File: config.mk
export PLATFORM = sky130hd
export DESIGN_NAME = reg_rename
export DESIGN_NICKNAME = d
export VERILOG_FILES = /design/src/rtl/mips_core_pkg.sv /design/src/rtl/rename_free_list.sv /design/src/rtl/reg_rename.sv
export SDC_FILE = /design/constraint.sdc
export NUM_CORES = 2
export LEC_CHECK = 0
export CAP_MARGIN = 20
export CORE_MARGIN = 2
export CORE_UTILIZATION = 55
export CTS_CLUSTER_DIAMETER = 60
export CTS_CLUSTER_SIZE = 40
export DETAILED_ROUTE_END_ITERATION = 7
export GPL_TIMING_DRIVEN = 0
export PLACE_DENSITY = 0.77
export SLEW_MARGIN = 15
export SYNTH_ARGS = -nofsm -noshare
export SYNTH_HDL_FRONTEND = slang
export SYNTH_SLANG_ARGS = --single-unit
File: constraint.sdc
create_clock -name clk -period 34.3 [get_ports clk]
set_input_delay 6.86 -clock clk [delete_from_list [all_inputs] [get_ports clk]]
set_output_delay 6.86 -clock clk [all_outputs]
set_load 0.02 [all_outputs]
File: src/rtl/mips_core_pkg.sv
// Shared types and sizing for the rename stage: architectural/physical tag
// types and the renamed-instruction record carried by the output register.
package mips_core_pkg;

  localparam int NUM_ARCH = 32;
  localparam int NUM_PHYS = 64;
  localparam int ARCH_W   = $clog2(NUM_ARCH);
  localparam int PHYS_W   = $clog2(NUM_PHYS);
  localparam int CNT_W    = PHYS_W + 1;

  typedef logic [PHYS_W-1:0] phys_tag_t;
  typedef logic [ARCH_W-1:0] arch_reg_t;

  typedef struct packed {
    phys_tag_t rs_phys;
    phys_tag_t rt_phys;
    phys_tag_t rw_phys;
    phys_tag_t prev_phys;
    logic      uses_rs;
    logic      uses_rt;
    logic      uses_rw;
    logic      rs_busy;
    logic      rt_busy;
  } renamed_instr_t;

endpackage

File: src/rtl/rename_free_list.sv
// Circular FIFO of free physical tags. Reset preloads NUM_ARCH..NUM_PHYS-1,
// since tags 0..NUM_ARCH-1 start out as the identity architectural mapping.
module rename_free_list
  import mips_core_pkg::*;
(
  input  logic             clk,
  input  logic             rst,
  input  logic             push_i,
  input  phys_tag_t        push_tag_i,
  input  logic             pop_i,
  output phys_tag_t        head_tag_o,
  output logic [CNT_W-1:0] count_o
);

  phys_tag_t        mem_q [NUM_PHYS];
  phys_tag_t        head_q;
  phys_tag_t        tail_q;
  logic [CNT_W-1:0] count_q;
  logic             push_ok;
  logic             pop_ok;

  // An overflowing push would corrupt the list, so it is dropped.
  assign push_ok = push_i && (count_q != CNT_W'(NUM_PHYS));
  assign pop_ok  = pop_i && (count_q != '0);

  function automatic phys_tag_t ptr_inc(input phys_tag_t p);
    return (p == phys_tag_t'(NUM_PHYS - 1)) ? '0 : p + 1'b1;
  endfunction

  // NOTE: this storage is reset on purpose; its reset contents are the
  // initial free tags, not don't-cares, so it cannot be left unreset.
  always_ff @(posedge clk or posedge rst) begin
    if (rst) begin
      for (int i = 0; i < NUM_PHYS; i++) begin
        mem_q[i] <= (i < NUM_PHYS - NUM_ARCH) ? phys_tag_t'(NUM_ARCH + i) : '0;
      end
    end else if (push_ok) begin
      mem_q[tail_q] <= push_tag_i;
    end
  end

  // NOTE: sequential state uses non-blocking assignments so every register
  // samples pre-edge values regardless of statement order.
  always_ff @(posedge clk or posedge rst) begin
    if (rst) begin
      head_q  <= '0;
      tail_q  <= phys_tag_t'(NUM_PHYS - NUM_ARCH);
      count_q <= CNT_W'(NUM_PHYS - NUM_ARCH);
    end else begin
      if (pop_ok)  head_q <= ptr_inc(head_q);
      if (push_ok) tail_q <= ptr_inc(tail_q);
      count_q <= count_q + CNT_W'(push_ok) - CNT_W'(pop_ok);
    end
  end

  assign head_tag_o = mem_q[head_q];
  assign count_o    = count_q;

  overflow_push_a : assert property (
    @(posedge clk) disable iff (rst) push_i |-> (count_q != CNT_W'(NUM_PHYS))
  ) else $error("rename_free_list: push into full free list");

endmodule

File: src/rtl/reg_rename.sv
// Single-issue register rename stage: maps sources through the map table,
// allocates a destination tag from the free list and tracks busy bits.
module reg_rename
  import mips_core_pkg::*;
(
  input  logic             clk,
  input  logic             rst,
  input  logic             in_valid,
  output logic             in_ready,
  input  arch_reg_t        in_rs,
  input  arch_reg_t        in_rt,
  input  arch_reg_t        in_rw,
  input  logic             in_uses_rs,
  input  logic             in_uses_rt,
  input  logic             in_uses_rw,
  output logic             out_valid,
  input  logic             out_ready,
  output phys_tag_t        out_rs_phys,
  output phys_tag_t        out_rt_phys,
  output phys_tag_t        out_rw_phys,
  output phys_tag_t        out_prev_phys,
  output logic             out_uses_rs,
  output logic             out_uses_rt,
  output logic             out_uses_rw,
  output logic             out_rs_busy,
  output logic             out_rt_busy,
  input  logic             wb_valid,
  input  phys_tag_t        wb_phys,
  input  logic             commit_valid,
  input  phys_tag_t        commit_prev_phys,
  output logic [CNT_W-1:0] free_count
);

  phys_tag_t         map_q [NUM_ARCH];
  logic [NUM_PHYS-1:0] busy_q;
  logic [NUM_PHYS-1:0] busy_d;
  renamed_instr_t    out_q;
  renamed_instr_t    instr_d;
  logic              out_valid_q;

  logic      need_alloc;
  logic      xfer;
  logic      pop;
  logic      push;
  phys_tag_t head_tag;
  phys_tag_t rs_tag;
  phys_tag_t rt_tag;

  // r0 is hardwired, so writing it never consumes a tag.
  assign need_alloc = in_uses_rw && (in_rw != '0);
  assign in_ready   = (!out_valid_q || out_ready) && ((free_count != '0) || !need_alloc);
  assign xfer       = in_valid && in_ready;
  assign pop        = xfer && need_alloc;
  assign push       = commit_valid && (commit_prev_phys != '0);

  rename_free_list u_free_list (
    .clk        (clk),
    .rst        (rst),
    .push_i     (push),
    .push_tag_i (commit_prev_phys),
    .pop_i      (pop),
    .head_tag_o (head_tag),
    .count_o    (free_count)
  );

  assign rs_tag = in_uses_rs ? map_q[in_rs] : '0;
  assign rt_tag = in_uses_rt ? map_q[in_rt] : '0;

  // NOTE: every combinational output gets a default first so no path leaves
  // it unassigned, which would otherwise infer a latch.
  always_comb begin
    instr_d           = '0;
    instr_d.uses_rs   = in_uses_rs;
    instr_d.uses_rt   = in_uses_rt;
    instr_d.uses_rw   = need_alloc;
    instr_d.rs_phys   = rs_tag;
    instr_d.rt_phys   = rt_tag;
    // A same-cycle write-back of the source makes it ready already.
    instr_d.rs_busy   = in_uses_rs && busy_q[rs_tag] && !(wb_valid && wb_phys == rs_tag);
    instr_d.rt_busy   = in_uses_rt && busy_q[rt_tag] && !(wb_valid && wb_phys == rt_tag);
    if (need_alloc) begin
      instr_d.rw_phys   = head_tag;
      instr_d.prev_phys = map_q[in_rw];
    end
  end

  always_comb begin
    busy_d = busy_q;
    if (wb_valid) busy_d[wb_phys] = 1'b0;
    if (pop)      busy_d[head_tag] = 1'b1;
  end

  always_ff @(posedge clk or posedge rst) begin
    if (rst) begin
      for (int i = 0; i < NUM_ARCH; i++) map_q[i] <= phys_tag_t'(i);
      busy_q <= '0;
    end else begin
      if (pop) map_q[in_rw] <= head_tag;
      busy_q <= busy_d;
    end
  end

  always_ff @(posedge clk or posedge rst) begin
    if (rst) begin
      out_q       <= '0;
      out_valid_q <= 1'b0;
    end else if (xfer) begin
      out_q       <= instr_d;
      out_valid_q <= 1'b1;
    end else if (out_ready) begin
      out_valid_q <= 1'b0;
    end
  end

  assign out_valid     = out_valid_q;
  assign out_rs_phys   = out_q.rs_phys;
  assign out_rt_phys   = out_q.rt_phys;
  assign out_rw_phys   = out_q.rw_phys;
  assign out_prev_phys = out_q.prev_phys;
  assign out_uses_rs   = out_q.uses_rs;
  assign out_uses_rt   = out_q.uses_rt;
  assign out_uses_rw   = out_q.uses_rw;
  assign out_rs_busy   = out_q.rs_busy;
  assign out_rt_busy   = out_q.rt_busy;

endmodule

==> results.py <==
metrics = {
    "synth": {
        "synth_top_area_share_pct": 34.46,
        "synthesis.nets": 2548,
        "yosys-top-cells-area": "dfrtp_1, mux2_2, mux4_2",
        "synth_warnings": 0,
        "synth_async_sr_flop_share_pct": 100.0,
        "yosysSeqAreaShare_pct": 48.65,
        "yosys.area.top_type": "dfrtp_1",
        "ys.flop_type": "dfrtp_1",
        "synth_edf_count": 0,
        "syn_inst": 2500,
        "syn_area_mm2": 0.03594,
        "syn_area_per_cell_um2": 14.38,
        "ys_ff_latch": 689,
        "synth.distinct_cells": 62,
    },
    "clock_tree": {
        "root_buffer": "clkbuf_16",
        "cts_hold_buf": 0,
        "cts_buffer_depth": 3,
        "cts_tree": "built",
        "cts-resized-gates": 0,
        "numCtsBuffers": 49,
        "cts_setup_buffers": 0,
        "htreeDepth": 2,
        "cts.clk_slew.worst_paths_ps": 60,
        "cts_sinks": 689,
        "clk-insertion-delay-late_ps": 650,
    },
    "job": {
        "cap_violations": 0,
    },
    "placed_design": {
        "dp_hpwl_mm": 74.45,
        "dpl-instance-area_mm2": 0.03780,
        "io_buffers": 57,
        "gp_congestion": 1.029,
    },
    "critical_path": {
        "crit_arrival_ps": 9150,
        "reg2reg_depth": 10,
        "cp-end-kind": "primary output",
        "reg2reg_to": "busy_q[11]",
        "startpoint_type": "input pin",
        "rrSetupSlack_ps": 29610,
        "rr_startpoint": "u_free_list.head_q[1]",
        "required_ps": 27440,
        "cp_max_fo": 6,
        "worst-setup-path-type": "input pin to primary output",
    },
    "routing": {
        "routedWlPerCell_um": 30.08,
        "via_count": 23870,
        "drc": 0,
        "via_per_inst": 6.793,
        "ant_nets": 0,
        "totalWireLength_mm": 105.7,
        "drtIter0Drc": 2792,
        "dr.pass1.iters": 7,
    },
    "die": {
        "core_mm2": 0.06458,
        "dieArea_mm2": 0.06741,
        "rows": 93,
        "initial_utilization_pct": 55.65,
        "fp.dieH_um": 259.6,
        "ios": 74,
        "fp.dieW_um": 259.6,
    },
    "timing": {
        "worst_pin_slew_ps": 1174,
        "clock_skew_ps": 53.94,
        "finalSetupViolations": 0,
        "fmax_mhz": 62.46,
        "fin_crit_ps": 16010,
        "slew_viol_final": 0,
        "slew_headroom_pct": 21.76,
        "hold_viol": 0,
        "tns_ps": 0,
        "fin_crit_sh_pct": 46.68,
        "rsz0062_at_grt": "false",
    },
    "final_layout": {
        "insertedDiodeCount": 0,
        "drive_gt1_share_pct": 46.67,
        "mostFrequentLayoutCells": "mux2_2, dfrtp_1, mux4_2, dfstp_2, nand2_1",
        "design_area_mm2": 0.03966,
        "multi_input_area_mm2": 0.01748,
        "seqCellArea_mm2": 0.01748,
        "final_common_cell": "mux2_2",
        "areaGrowthSynthToFinish_pct": 10.34,
        "nets": 2668,
        "fillers": 4741,
    },
    "outcome": {
        "status": "completed",
    },
    "worst_hold_path": {
        "hold_end": "out_prev_phys[4]",
        "holdCritStartpoint": "out_prev_phys[4]",
        "hold_path_class": "register to register",
        "holdPathStages": 2,
    },
    "global_route": {
        "grt_pass1_wl_mm": 158.8,
        "antenna_found_initial": 1,
        "grt_max_degree": 119,
        "grt_usage_pct": 31.85,
        "grt_pass1_vias": 24500,
        "grt_overflow": 0,
    },
    "power_and_ir_drop": {
        "leakagePower_nw": 16.99,
        "p_per_area_mw_per_mm2": 78.31,
        "peakVddDrop_v": 0.00005637,
    },
}
-- worst max path at each step --
stage,start,end,slack (ps),depth (start not counted)
2_1_floorplan,rst,busy_q[0],8440,1
3_3_place_gp,rst,map_q[159],2180,2
3_5_place_dp,in_rw[4],in_ready,18350,6
4_1_cts,in_rw[4],in_ready,18340,6
5_1_grt,in_rw[4],in_ready,18230,6
6_report,in_rw[4],in_ready,18290,6
-- cell usage after synthesis, types with 3 or more instances --
cell type,number
mux2_2,593
dfrtp_1,495
mux4_2,287
dfstp_2,194
nand2_1,175
clkbuf_1,115
o21ai_0,115
mux2i_1,94
nor2_1,45
buf_2,40
o21ai_1,35
buf_1,25
and2_1,20
inv_1,20
nand3_1,17
xnor2_1,17
nor2b_1,14
a21oi_1,13
buf_4,13
a22oi_1,12
nand2b_1,12
nor3b_1,12
ha_1,11
a31oi_1,10
a22o_1,9
nand3b_1,9
nor3_1,7
o31ai_1,7
or3_1,7
xor2_1,7
nand4_1,6
a211oi_1,5
and3b_1,5
and3_1,4
buf_6,4
nor4_1,4
and4_1,3
o211ai_1,3
o311a_1,3
-- area by class of cell --
cell class / count / share of cell area, %
well taps: 855 / 2.698
clock inverters: 33 / 1.278
clock buffers: 57 / 3.322
flip-flops and latches: 689 / 44.09
repair buffers: 69 / 2.045
multi-input cells: 1590 / 44.08
inverters: 23 / 0.2366
plain buffers: 198 / 2.246
-- critical path, cell delays in order --
cell and delay [ps]:
clkdlybuf4s50_1 600, nor3_1 610, nand2_1 180, nand2_1 130, o21a_1 160, clkdlybuf4s50_1 600
-- state kept, by name, summed over array words and instances (netlist names) --
register and count:
out_uses_rw 1, out_rs_busy 1, map_q 192, u_free_list.tail_q 6, out_valid 1, out_uses_rt 1, out_rs_phys 6, u_free_list.head_q 6
out_rt_phys 6, out_rt_busy 1, u_free_list.mem_q 384, out_rw_phys 6, out_uses_rs 1, u_free_list.count_o 7, out_prev_phys 6, busy_q 64
-- metrics by stage --
stage / util, % / setup slack (ps) / total power, mW / hold slack, ps / instances
after floorplan: - / 8443 / 2.004 / 458.0 / 2500
after global placement: 58.19 / 2177 / 2.354 / 459.8 / 3412
after detailed placement: 58.53 / 18350 / 2.415 / 469.3 / 3421
after CTS: 61.35 / 18340 / 3.080 / 489.9 / 3511
after global routing: 61.40 / 18230 / 3.227 / 500.2 / 3514
final: 61.40 / 18290 / 3.105 / 480.6 / 3514
-- cell families after synthesis --
group / count (synthesis) / synth area share, %
muxes: 975 / 39.21
DFF: 689 / 48.65
and+or+nand+nor: 349 / 4.623
AOI/OAI and AO/OA: 230 / 3.781
buffers and inverters: 221 / 2.712
xor gates and xnor gates: 24 / 0.5849
adders and majority gates: 12 / 0.4386
-- per-layer routing --
metal  part of all wire (%)  vias to the layer above  wire, um  track usage (%)
met5                      0                        -         0                0
met4                    5.5                        0      5818            16.14
met3                    9.7                      341     10240            7.164
met2                     47                     1351     49550            49.35
met1                     38                    12510     40080            42.63
li1                       -                     9669         -                -
-- power breakdown --
group	internal [mW]	total, mW	switching (mW)
Sequential	1.11	1.27	0.166
Clock	0.333	0.670	0.337
Combinational	0.528	1.16	0.634
Power figures use the tool's default switching activity.
